==> config.mk <==
export PLATFORM = sky130hd
export DESIGN_NAME = aud_xport_ctrl
export DESIGN_NICKNAME = d
export VERILOG_FILES = /design/src/rtl/aud_xport_ctrl.sv
export SDC_FILE = /design/constraint.sdc
export NUM_CORES = 1
export LEC_CHECK = 0
export CORE_ASPECT_RATIO = 0.6
export CORE_MARGIN = 5
export CORE_UTILIZATION = 53
export DETAILED_ROUTE_END_ITERATION = 10
export PLACE_DENSITY = 0.8
export SYNTH_ARGS = -nofsm -noshare
export SYNTH_HDL_FRONTEND = slang
export SYNTH_SLANG_ARGS = --single-unit
==> constraint.sdc <==
create_clock -name i_clk -period 3 [get_ports i_clk]
set_input_delay 0.45 -clock i_clk [delete_from_list [all_inputs] [get_ports i_clk]]
set_output_delay 0.45 -clock i_clk [all_outputs]
set_load 0.01 [all_outputs]
==> src/rtl/aud_xport_ctrl.sv <==
// aud_xport_ctrl: codec init, then record/play/pause/stop transport sequencing.
// Define AUD_XPORT_TIMER_EN to build the elapsed-seconds counter on o_time_sec.
module aud_xport_ctrl #(
   parameter int ADDR_W      = 20,
   parameter int NUM_SLOTS   = 4,
   parameter int SLOT_W      = (NUM_SLOTS > 1) ? $clog2(NUM_SLOTS) : 1,
   parameter int SPEED_MAX   = 8,
   parameter int CLK_PER_SEC = 12000000
) (
   input  logic              i_clk,
   input  logic              i_rst_n,
   input  logic              i_key_rec,
   input  logic              i_key_play,
   input  logic              i_key_stop,
   input  logic [SLOT_W-1:0] i_slot_sel,
   input  logic [3:0]        i_speed,
   input  logic              i_fast,
   input  logic              i_interp,
   input  logic              i_i2c_fin,
   input  logic [ADDR_W-1:0] i_rec_addr,
   input  logic [ADDR_W-1:0] i_play_addr,
   output logic              o_i2c_start,
   output logic              o_rec_start,
   output logic              o_rec_pause,
   output logic              o_rec_stop,
   output logic              o_play_start,
   output logic              o_play_pause,
   output logic              o_play_stop,
   output logic              o_play_en,
   output logic              o_rec_active,
   output logic [ADDR_W-1:0] o_base_addr,
   output logic [ADDR_W-1:0] o_end_addr,
   output logic [3:0]        o_speed,
   output logic              o_fast,
   output logic              o_slow_linear,
   output logic [2:0]        o_state,
   output logic [5:0]        o_time_sec
);

   localparam int RW = ADDR_W - SLOT_W;
   localparam logic [ADDR_W-1:0] REG_LAST = {{SLOT_W{1'b0}}, {RW{1'b1}}};
   localparam logic [SLOT_W-1:0] SLOT_MSK = SLOT_W'(NUM_SLOTS - 1);
   localparam logic [3:0]        SPD_MAX  = 4'(SPEED_MAX);

   typedef enum logic [2:0] {
      S_INIT   = 3'd0,
      S_IDLE   = 3'd1,
      S_RECD   = 3'd2,
      S_RECD_P = 3'd3,
      S_PLAY   = 3'd4,
      S_PLAY_P = 3'd5
   } state_t;

   state_t            state_q, state_n;
   logic              key_rec_q, key_play_q, key_stop_q;
   logic              rec_e, play_e, stop_e;
   logic              i2c_sent_q;
   logic [SLOT_W-1:0] slot_q, slot_m;
   logic [ADDR_W-1:0] base_q, end_q, base_d, len_sel;
   logic [ADDR_W-1:0] len_q [NUM_SLOTS];
   logic [3:0]        spd_c;
   logic              i2c_n, rs_n, rp_n, rt_n, ps_n, pp_n, pt_n;
   logic              lat_rec, lat_play, lat_mode, len_we;

   assign rec_e   = i_key_rec  & ~key_rec_q;
   assign play_e  = i_key_play & ~key_play_q;
   assign stop_e  = i_key_stop & ~key_stop_q;
   assign slot_m  = i_slot_sel & SLOT_MSK;
   assign base_d  = {slot_m, {RW{1'b0}}};
   assign len_sel = len_q[slot_m];

   assign o_base_addr = base_q;
   assign o_end_addr  = end_q;
   assign o_state     = state_q;

   always_comb begin
      spd_c = i_speed;
      if (i_speed == 4'd0)
         spd_c = 4'd1;
      else if (i_speed > SPD_MAX)
         spd_c = SPD_MAX;
   end

   always_ff @(posedge i_clk or negedge i_rst_n) begin
      if (!i_rst_n)
         state_q <= S_INIT;
      else
         state_q <= state_n;
   end

   // Stop (manual or automatic) always outranks pause/resume in a state.
   always_comb begin
      state_n  = state_q;
      i2c_n    = 1'b0;
      rs_n     = 1'b0;
      rp_n     = 1'b0;
      rt_n     = 1'b0;
      ps_n     = 1'b0;
      pp_n     = 1'b0;
      pt_n     = 1'b0;
      lat_rec  = 1'b0;
      lat_play = 1'b0;
      lat_mode = 1'b0;
      len_we   = 1'b0;
      unique case (state_q)
         S_INIT: begin
            if (!i2c_sent_q)
               i2c_n = 1'b1;
            else if (i_i2c_fin)
               state_n = S_IDLE;
         end
         S_IDLE: begin
            if (rec_e) begin
               lat_rec = 1'b1;
               rs_n    = 1'b1;
               state_n = S_RECD;
            end else if (play_e) begin
               lat_play = 1'b1;
               lat_mode = 1'b1;
               if (len_sel != '0) begin
                  ps_n    = 1'b1;
                  state_n = S_PLAY;
               end
            end
         end
         S_RECD: begin
            if (stop_e || i_rec_addr == end_q) begin
               rt_n    = 1'b1;
               len_we  = 1'b1;
               state_n = S_IDLE;
            end else if (rec_e) begin
               rp_n    = 1'b1;
               state_n = S_RECD_P;
            end
         end
         S_RECD_P: begin
            if (stop_e) begin
               rt_n    = 1'b1;
               len_we  = 1'b1;
               state_n = S_IDLE;
            end else if (rec_e) begin
               rs_n    = 1'b1;
               state_n = S_RECD;
            end
         end
         S_PLAY: begin
            if (stop_e || i_play_addr >= end_q) begin
               pt_n    = 1'b1;
               state_n = S_IDLE;
            end else if (play_e) begin
               pp_n    = 1'b1;
               state_n = S_PLAY_P;
            end
         end
         S_PLAY_P: begin
            if (stop_e) begin
               pt_n    = 1'b1;
               state_n = S_IDLE;
            end else if (play_e) begin
               ps_n     = 1'b1;
               lat_mode = 1'b1;
               state_n  = S_PLAY;
            end
         end
         default: state_n = S_INIT;
      endcase
   end

   always_ff @(posedge i_clk or negedge i_rst_n) begin
      if (!i_rst_n) begin
         key_rec_q     <= 1'b0;
         key_play_q    <= 1'b0;
         key_stop_q    <= 1'b0;
         i2c_sent_q    <= 1'b0;
         o_i2c_start   <= 1'b0;
         o_rec_start   <= 1'b0;
         o_rec_pause   <= 1'b0;
         o_rec_stop    <= 1'b0;
         o_play_start  <= 1'b0;
         o_play_pause  <= 1'b0;
         o_play_stop   <= 1'b0;
         o_play_en     <= 1'b0;
         o_rec_active  <= 1'b0;
         slot_q        <= '0;
         base_q        <= '0;
         end_q         <= '0;
         o_speed       <= 4'd0;
         o_fast        <= 1'b0;
         o_slow_linear <= 1'b0;
         for (int i = 0; i < NUM_SLOTS; i++)
            len_q[i] <= '0;
      end else begin
         key_rec_q    <= i_key_rec;
         key_play_q   <= i_key_play;
         key_stop_q   <= i_key_stop;
         i2c_sent_q   <= i2c_sent_q | i2c_n;
         o_i2c_start  <= i2c_n;
         o_rec_start  <= rs_n;
         o_rec_pause  <= rp_n;
         o_rec_stop   <= rt_n;
         o_play_start <= ps_n;
         o_play_pause <= pp_n;
         o_play_stop  <= pt_n;
         o_play_en    <= (state_n == S_PLAY);
         o_rec_active <= (state_n == S_RECD);
         if (lat_rec || lat_play) begin
            slot_q <= slot_m;
            base_q <= base_d;
            end_q  <= lat_rec ? (base_d | REG_LAST) : (base_d + len_sel);
         end
         if (lat_mode) begin
            o_speed       <= spd_c;
            o_fast        <= i_fast;
            o_slow_linear <= i_interp;
         end
         if (len_we)
            len_q[slot_q] <= i_rec_addr - base_q;
      end
   end

`ifdef AUD_XPORT_TIMER_EN
   localparam int PW = (CLK_PER_SEC > 1) ? $clog2(CLK_PER_SEC) : 1;
   localparam logic [PW-1:0] PRE_LAST = PW'(CLK_PER_SEC - 1);

   logic [PW-1:0] pre_q;
   logic [5:0]    sec_q;

   // Prescaler runs only while media is moving; pause states hold it.
   always_ff @(posedge i_clk or negedge i_rst_n) begin
      if (!i_rst_n) begin
         pre_q <= '0;
         sec_q <= 6'd0;
      end else if (state_q == S_IDLE &&
                   (state_n == S_RECD || state_n == S_PLAY)) begin
         pre_q <= '0;
         sec_q <= 6'd0;
      end else if (state_q == S_RECD || state_q == S_PLAY) begin
         if (pre_q == PRE_LAST) begin
            pre_q <= '0;
            if (sec_q != 6'd63)
               sec_q <= sec_q + 6'd1;
         end else begin
            pre_q <= pre_q + PW'(1);
         end
      end
   end

   assign o_time_sec = sec_q;
`else
   assign o_time_sec = 6'd0;
`endif

endmodule

==> metrics.yaml, run 1 <==
area_delta_synth_final_pct: 31.04
ant_nets: 0
grt_max_degree: 51
critPathLaunchType: "primary input"
async_reset_ff_share_pct: 100.0
dp_cells: 763
startpoint: "i_rec_addr[8]"
status: "finished clean"
cts_setup_buffers: 0
max_freq_mhz: 355.2
drtIter0Drc: 493
clk_latency_ns: 0.42
cts_root_buffer: "clkbuf_16"
cts_buffer_depth: 2
cp_max_fo: 12
cp.arrival_ns: 3.11
hold_violations: 0
numCtsBuffers: 17
grt_pass1_vias: 4795
cts_tree: "built"
regArea_mm2: 0.003103
required_ns: 3.30
cap_violations: 0
drv_slew: 0
drtPass1Iterations: 5
ys_warn_count: 0
fp.dieH_um: 94.59
io_buffers: 93
ctsHoldBuffers: 0
dp.final_hpwl_um: 12320
cts_sinks: 124
setup_violations: 0
tightest_slew_ns: 1.074
endpoint_kind: "flop"
vias: 4558
holdWs_ns: 0.06015
diodes: 0
dieArea_mm2: 0.01428
p_per_area_mw_per_mm2: 968.4
syn_area_mm2: 0.006321
synth_seq_area_share_pct: 49.09
wl_per_cell_um: 21.72
overflow: 0
ys_ff_latch: 124
htreeDepth: 4
relSlewSlack_pct: 27.77
finalNonFillerCells: 795
grtUsageTotal_pct: 25.20
fin_crit_sh_pct: 93.83
worstRegToRegCells: 8
reg2reg_to: "len_q[45]$_DFFE_PN0P_"
criticalPathCategory: "primary input to flop"
grt_first_pass_wirelength_um: 26810
skew_ns: 0.008413
rows: 30
viasPerCell: 5.733
path_cells: "clkdlybuf4s50_1 -> xor2_1 -> nor4_1 -> nand3_1 -> o41a_1 -> or4b_1 -> buf_4 -> mux2_4"
rrSetupSlack_ns: 0.31
slowest_stage: "clkdlybuf4s50_1"
start_util_pct: 55.03
min_path_type: "primary input to asynchronous set/reset pin"
power.leakage_nw: 3.894
irDropWorstVdd_v: 0.0006160
ioPinCount: 118
antenna_found_initial: 0
core_mm2: 0.01149
drive_above_1_share_pct: 28.03
critPathCapture: "len_q[45]$_DFFE_PN0P_"
final_nets: 698
ctsResizeCount: 0
gp_congestion: 0.8634
synth_edf_count: 0
rsz0062_at_grt: "no"
syn_inst: 490
synth_flop_cell: "dfrtp_1"
r2r_start: "o_end_addr[15]$_DFFE_PN0P_"
drt_wl_total_um: 17270
multi_input_area_mm2: 0.002910
syn_avg_cell_area_um2: 12.90
ys_types: 45
clk_pin_slew_worst_paths_ns: 0.06
die_w_um: 151.0
num-fill-cells: 777
drc: 0
final.setup.tns_ns: 0
fin_crit_ns: 2.815
max_stage_delay_ns: 0.55
[how the worst min path moves through the flow]
stage,from,slack (ns),to,cells past startpoint
3_3_place_gp,i2c_sent_q$_DFF_PN0_,0.44,o_i2c_start$_DFF_PN0_,1
2_1_floorplan,i_rst_n,0.15,i2c_sent_q$_DFF_PN0_,0
6_report,i_rst_n,0.06,o_end_addr[12]$_DFFE_PN0P_,1
3_5_place_dp,i2c_sent_q$_DFF_PN0_,0.45,o_i2c_start$_DFF_PN0_,1
4_1_cts,i_rst_n,0.08,o_end_addr[12]$_DFFE_PN0P_,1
5_1_grt,i_rst_n,0.12,o_end_addr[12]$_DFFE_PN0P_,1
[metrics by stage]
step	total power [mW]	worst slack [ns]	utilization, %	area (um2)
after floorplan	4.395	0.3539	-	6407
after global placement	5.491	-0.1944	66.31	7616
after detailed placement	5.652	-0.2105	66.31	7616
after CTS	8.015	0.2011	72.11	8283
after global routing	8.399	0.04620	72.11	8283
final	8.022	0.1850	72.11	8283
[registers in the layout, summed over array words and instances, names as in the netlist, 2 cells and up]
register and count:
len_q 80, o_end_addr 20, o_speed 4, o_state 3, slot_q 2
[critical path: cells and delay by family]
family / cells / cell delay [ns]
xor gates and xnor gates: 1 / 0.21
AOI/OAI and AO/OA: 1 / 0.37
and+or+nand+nor: 3 / 0.97
muxes: 1 / 0.32
buffers and inverters: 2 / 0.78
[cells in the mapped netlist (7+ instances only)]
library cell,n,share of area [%]
o21ai_0,13,1.0
mux2_2,47,8.4
a21oi_1,14,1.1
mux2_4,32,7.6
nor2_1,11,0.65
nand3_1,8,0.63
nor4_1,11,1.1
buf_2,7,0.55
ha_1,22,4.4
nand2b_1,7,0.69
xnor2_1,10,1.4
dfrtp_1,124,49
nand2_1,27,1.6
buf_4,24,2.9
o22a_1,16,2.2
inv_1,25,1.5
clkbuf_1,12,0.71
mux4_2,20,7.1
xor2_1,13,1.8
[cell families (layout without fill, tap and decap cells)]
kind of cell	after synthesis	in the layout	share of synthesized area, %
adder cells (fa/ha/maj)	22	22	4.355
buffers and inverters	72	194	6.314
AND/OR/NAND/NOR	88	88	7.166
flip-flops	124	124	49.09
XOR/XNOR	23	23	3.187
other	1	24	0.05933
multiplexers	100	100	23.26
AO/OA/AOI/OAI	60	60	6.572
[cells in the final DEF (no fill, tap or decap), types with 3 or more instances in the layout]
cell type          n
bufinv_16          5
buf_12             4
inv_1             25
nor2_1            11
and3_1             3
nor2b_1            4
o211ai_1           4
mux2_4            32
nand2_1           27
clkbuf_16         17
mux4_2            20
o22a_1            16
clkdlybuf4s50_1   92
nor3_1             3
nor4_1            11
nand2b_1           7
ha_1              22
buf_4             41
nand3_1            8
conb_1            24
dfrtp_1          124
clkinv_4           4
a21oi_1           14
nand4_1            4
a21o_1             3
xnor2_1           10
mux2_2            47
o21ai_0           13
xor2_1            13
[report_power, final]
part           total, mW  switching [mW]  internal, mW
clock               2.31           0.788          1.52
sequential          2.86           0.518          2.34
combinational       2.85            1.24          1.61
[cell type report]
class | count | area share [%]
clock buffer | 19 | 5.468
clock inverter | 13 | 2.583
inverter | 25 | 1.133
multi-input combinational | 317 | 35.14
sequential | 124 | 37.46
tap | 160 | 2.417
timing repair buffer | 137 | 15.80
[routing by layer]
metal | GRT usage (%) | up-vias | share of wire, %
li1 | - | 1990 | -
met1 | 35.45 | 2295 | 44
met2 | 39.00 | 236 | 46
met3 | 5.707 | 37 | 8.0
met4 | 8.522 | 0 | 1.9
met5 | 0 | - | 0
No activity file was read; power rests on OpenSTA's default activity.
==> run 2: changes to the inputs <==
CORE_ASPECT_RATIO = 0.5   (was 0.6)
==> metrics.yaml, run 2 (same netlist as run 1, synthesis figures left out) <==
status: "finished clean"
ant_nets: 0
max_stage_delay_ns: 0.56
layout_common_cells: "dfrtp_1 (124), clkdlybuf4s50_1 (90), mux2_2 (47), buf_4 (42), mux2_4 (32)"
cts_root_buffer: "clkbuf_16"
required_ns: 3.30
start_util_pct: 53.86
diodes: 0
top_register: "len_q"
io_buffers: 93
slowest_stage: "or4b_4"
final_nets: 702
cp.arrival_ns: 3.19
core_mm2: 0.01174
reg2reg_to: "len_q[53]$_DFFE_PN0P_"
die_w_um: 164.4
setup_violations: 0
drtIter0Drc: 432
max_freq_mhz: 346.0
drive_above_1_share_pct: 28.79
final_common_cell: "dfrtp_1"
endpoint_kind: "flop"
final.setup.tns_ns: 0
overflow: 0
worst_slack_ns: 0.1094
htreeDepth: 4
area_delta_synth_final_pct: 31.41
vias: 4532
fin_crit_sh_pct: 96.35
dp_slack_ns: -0.4467
regArea_mm2: 0.003103
met1_length_um: 7151
met2_length_um: 7722
hold_violations: 0
grtUsageTotal_pct: 25.09
drc: 0
dieArea_mm2: 0.01434
min_path_type: "primary input to asynchronous set/reset pin"
grt_first_pass_wirelength_um: 26490
cts_tree: "built"
fp.dieH_um: 87.22
rrSetupSlack_ns: 0.17
irDropWorstVdd_v: 0.0004072
cp_max_fo: 19
worstRegToRegCells: 8
relSlewSlack_pct: 63.33
viasPerCell: 5.637
critPathLaunchType: "primary input"
cts_sinks: 124
ioPinCount: 118
startpoint: "i_rec_addr[8]"
r2r_start: "o_end_addr[8]$_DFFE_PN0P_"
drt_wl_total_um: 17080
drtPass1Iterations: 5
clk_pin_slew_worst_paths_ns: 0.06
power.leakage_nw: 3.920
antenna_found_initial: 0
drv_slew: 0
fin_crit_ns: 2.891
ctsHoldBuffers: 0
routed.top_layer: "met4"
wl_met3_um: 1778
p_per_area_mw_per_mm2: 942.9
cap_violations: 0
wl_per_cell_um: 21.25
cts_buffer_depth: 2
largest_register_ffs: 80
grt_max_degree: 54
dp.final_hpwl_um: 11980
num-fill-cells: 773
multi_input_area_mm2: 0.002930
grt_pass1_vias: 4733
gp_congestion: 0.8813
rows: 28
clk_latency_ns: 0.42
criticalPathCategory: "primary input to flop"
tightest_slew_ns: 0.5501
skew_ns: 0.01122
path_cells: "clkdlybuf4s50_1 -> xor2_1 -> nor4_2 -> buf_4 -> nand3_1 -> o41a_1 -> or4b_4 -> buf_12 -> mux2_4"
numCtsBuffers: 17
## run 2: cell count changes in the layout (fill, tap and decap cells not counted), moves of 2 or more
cell and delta:
clkbuf_8 -2, inv_6 +4, buf_12 +3, clkdlybuf4s50_1 -2, dlymetal6s2s_1 +2, bufinv_16 -3
## run 2: final cells by class
type                       count  share of cell area [%]
clock buffer                  18                   5.166
clock inverter                14                   1.958
inverter                      25                   1.130
multi-input combinational    317                   35.28
sequential                   124                   37.36
tap                          165                   2.485
timing repair buffer         141                   16.63
## run 2: worst max-delay path: cells and delay by family
kind	cells	cell delay (ns)
AO/OA/AOI/OAI	1	0.39
AND/OR/NAND/NOR	3	1.04
XOR/XNOR	1	0.20
multiplexers	1	0.30
buffers and inverters	3	0.80
## run 2: timing repair
action,in CTS,in global routing
cloned,0,0
setup endpoints to repair,30,55
buffers inserted,0,0
gates resized for setup,1,5
pin swaps,0,1
endpoints found under the hold margin,0,0
## run 2: metrics by stage
stage | utilization [%] | std cells | area, um2 | power [mW] | hold slack [ns]
6_report | 70.78 | 804 | 8307 | 7.833 | 0.02349
5_1_grt | 70.78 | 804 | 8307 | 8.211 | 0.06985
4_1_cts | 70.62 | 804 | 8288 | 7.813 | 0.02801
3_5_place_dp | 65.52 | 772 | 7690 | 5.660 | 0.4463
3_3_place_gp | 65.52 | 772 | 7690 | 5.504 | 0.4413
2_1_floorplan | - | 513 | 6407 | 4.395 | 0.1544
## run 2: routing by layer
metal,vias to the layer above,track usage (%)
met5,-,0
met4,0,10.34
met3,41,7.754
met2,254,38.29
met1,2249,33.79
li1,1988,-
## run 2: worst max-delay path by stage
| stage | slack (ns) | cells past startpoint | end |
|---|---|---|---|
| floorplan | 0.35 | 9 | o_play_en$_DFF_PN0_ |
| global placement | -0.34 | 9 | len_q[51]$_DFFE_PN0P_ |
| detailed placement | -0.45 | 9 | len_q[50]$_DFFE_PN0P_ |
| CTS | 0.08 | 9 | len_q[55]$_DFFE_PN0P_ |
| global route | -0.0003 | 9 | len_q[53]$_DFFE_PN0P_ |
| finish | 0.11 | 9 | len_q[53]$_DFFE_PN0P_ |
## run 2: power by group
part	internal, mW	switching (mW)
logic	1.62	1.23
registers	2.34	0.567
clock network	1.24	0.834
==> run 3: changes to the inputs <==
CORE_MARGIN = 3   (was 5)
SKIP_LAST_GASP = 1   (was unset)
==> metrics.yaml, run 3 (same netlist as run 1, synthesis figures left out) <==
cts_root_buffer: "clkbuf_16"
min_path_type: "flop to flop"
fin_crit_ns: 2.843
final_common_cell: "dfrtp_1"
diodes: 0
endpoint_kind: "flop"
final.setup.tns_ns: 0
criticalPathCategory: "primary input to flop"
routed.top_layer: "met4"
cts_tree: "built"
power.leakage_nw: 3.864
met1_length_um: 7230
p_per_area_mw_per_mm2: 938.8
met2_length_um: 7495
fin_crit_sh_pct: 94.75
drtPass1Iterations: 5
finalPower_mw: 7.723
worst_slack_ns: 0.1574
worstRegToRegCells: 8
numCtsBuffers: 17
dp.final_hpwl_um: 11460
critPathLaunchType: "primary input"
cts_setup_buffers: 0
tightest_slew_ns: 0.5119
hold_violations: 0
grt_max_degree: 94
ant_nets: 0
grtUsageTotal_pct: 25.46
start_util_pct: 55.85
overflow: 0
drv_slew: 0
gp_congestion: 0.9100
dp_cells: 762
antenna_found_initial: 0
relSlewSlack_pct: 65.87
required_ns: 3.30
drtIter0Drc: 335
num-fill-cells: 762
setup_violations: 0
die_w_um: 160.4
fp.dieH_um: 83.22
wl_met3_um: 1461
final_nets: 699
status: "finished clean"
drive_above_1_share_pct: 27.99
vias: 4535
core_mm2: 0.01132
drc: 0
largest_register_ffs: 80
skew_ns: 0.01320
dieArea_mm2: 0.01335
holdWs_ns: 0.4571
cp.arrival_ns: 3.15
ioPinCount: 118
top_register: "len_q"
drt_wl_total_um: 16400
clk_pin_slew_worst_paths_ns: 0.06
viasPerCell: 5.704
cts_buffer_depth: 2
cap_violations: 0
min_path_cells: 1
rsz0062_at_grt: "no"
grt_first_pass_wirelength_um: 26260
cp_max_fo: 15
layout_common_cells: "dfrtp_1 (124), clkdlybuf4s50_1 (92), mux2_2 (47), buf_4 (39), mux2_4 (32)"
irDropWorstVdd_v: 0.0004735
wl_per_cell_um: 20.62
dp_slack_ns: -0.2945
clk_latency_ns: 0.43
htreeDepth: 4
io_buffers: 93
grt_pass1_vias: 4750
area_delta_synth_final_pct: 30.15
cts_sinks: 124
max_freq_mhz: 351.8
rows: 27
finalNonFillerCells: 795
## run 3: cell count changes in the layout (fill, tap and decap cells not counted), sizes merged
cell | previous run | this run
clkdlybuf4s50 | 90 | 92
clkinvlp | 2 | 3
dlygate4sd3 | 0 | 1
dlymetal6s2s | 2 | 0
inv | 30 | 26
buf | 49 | 45
clkinv | 5 | 8
## run 3: routing by layer
layer	vias to the layer above	global-route usage, %
li1	1988	-
met1	2308	35.85
met2	216	39.04
met3	23	7.723
met4	0	5.906
met5	-	0
## run 3: where the power goes
group	leakage, nW	total, mW	internal (mW)	switching, mW
combinational	2.05	2.80	1.61	1.20
sequential	1.54	2.87	2.34	0.531
clock	0.282	2.05	1.24	0.806
total	3.86	7.72	5.19	2.53
## run 3: worst max-delay path, stage by stage
cell and delay, ns:
clkdlybuf4s50_1 0.51, xor2_1 0.20, nor4_1 0.24, buf_4 0.16, nand3_1 0.10, o41a_1 0.38, or4b_1 0.57, buf_6 0.22
mux2_4 0.32
## run 3: what timing repair did
action                                  4_1_cts  5_1_grt
endpoints found under the setup margin        0       12
hold buffers                                  1        0
endpoints found under the hold margin        31        0
gates resized for setup                       0        1
## run 3: layout make-up
class,count,area [um2],area share [%]
sequential,124,3103,37.72
multi-input combinational,317,2910,35.38
timing repair buffer,138,1335,16.23
clock buffer,18,439.2,5.338
tap,159,198.9,2.418
clock inverter,14,146.4,1.779
inverter,25,93.84,1.141
## run 3: final timing paths
kind	from	endpoint	slack, ns
max	i_rec_addr[10]	len_q[49]$_DFFE_PN0P_	0.16
min	i2c_sent_q$_DFF_PN0_	o_i2c_start$_DFF_PN0_	0.46
max reg2reg	o_end_addr[13]$_DFFE_PN0P_	len_q[49]$_DFFE_PN0P_	0.30
min reg2reg	i2c_sent_q$_DFF_PN0_	o_i2c_start$_DFF_PN0_	0.46
max in group asynchronous	i_rst_n	len_q[78]$_DFFE_PN0P_	1.63
min in group asynchronous	i_rst_n	i2c_sent_q$_DFF_PN0_	0.51
## run 3: per-stage QoR
stage | util, % | cell area [um2]
floorplan | - | 6407
global placement | 67.40 | 7627
detailed placement | 67.40 | 7627
CTS | 72.66 | 8223
global route | 72.69 | 8227
finish | 72.69 | 8227
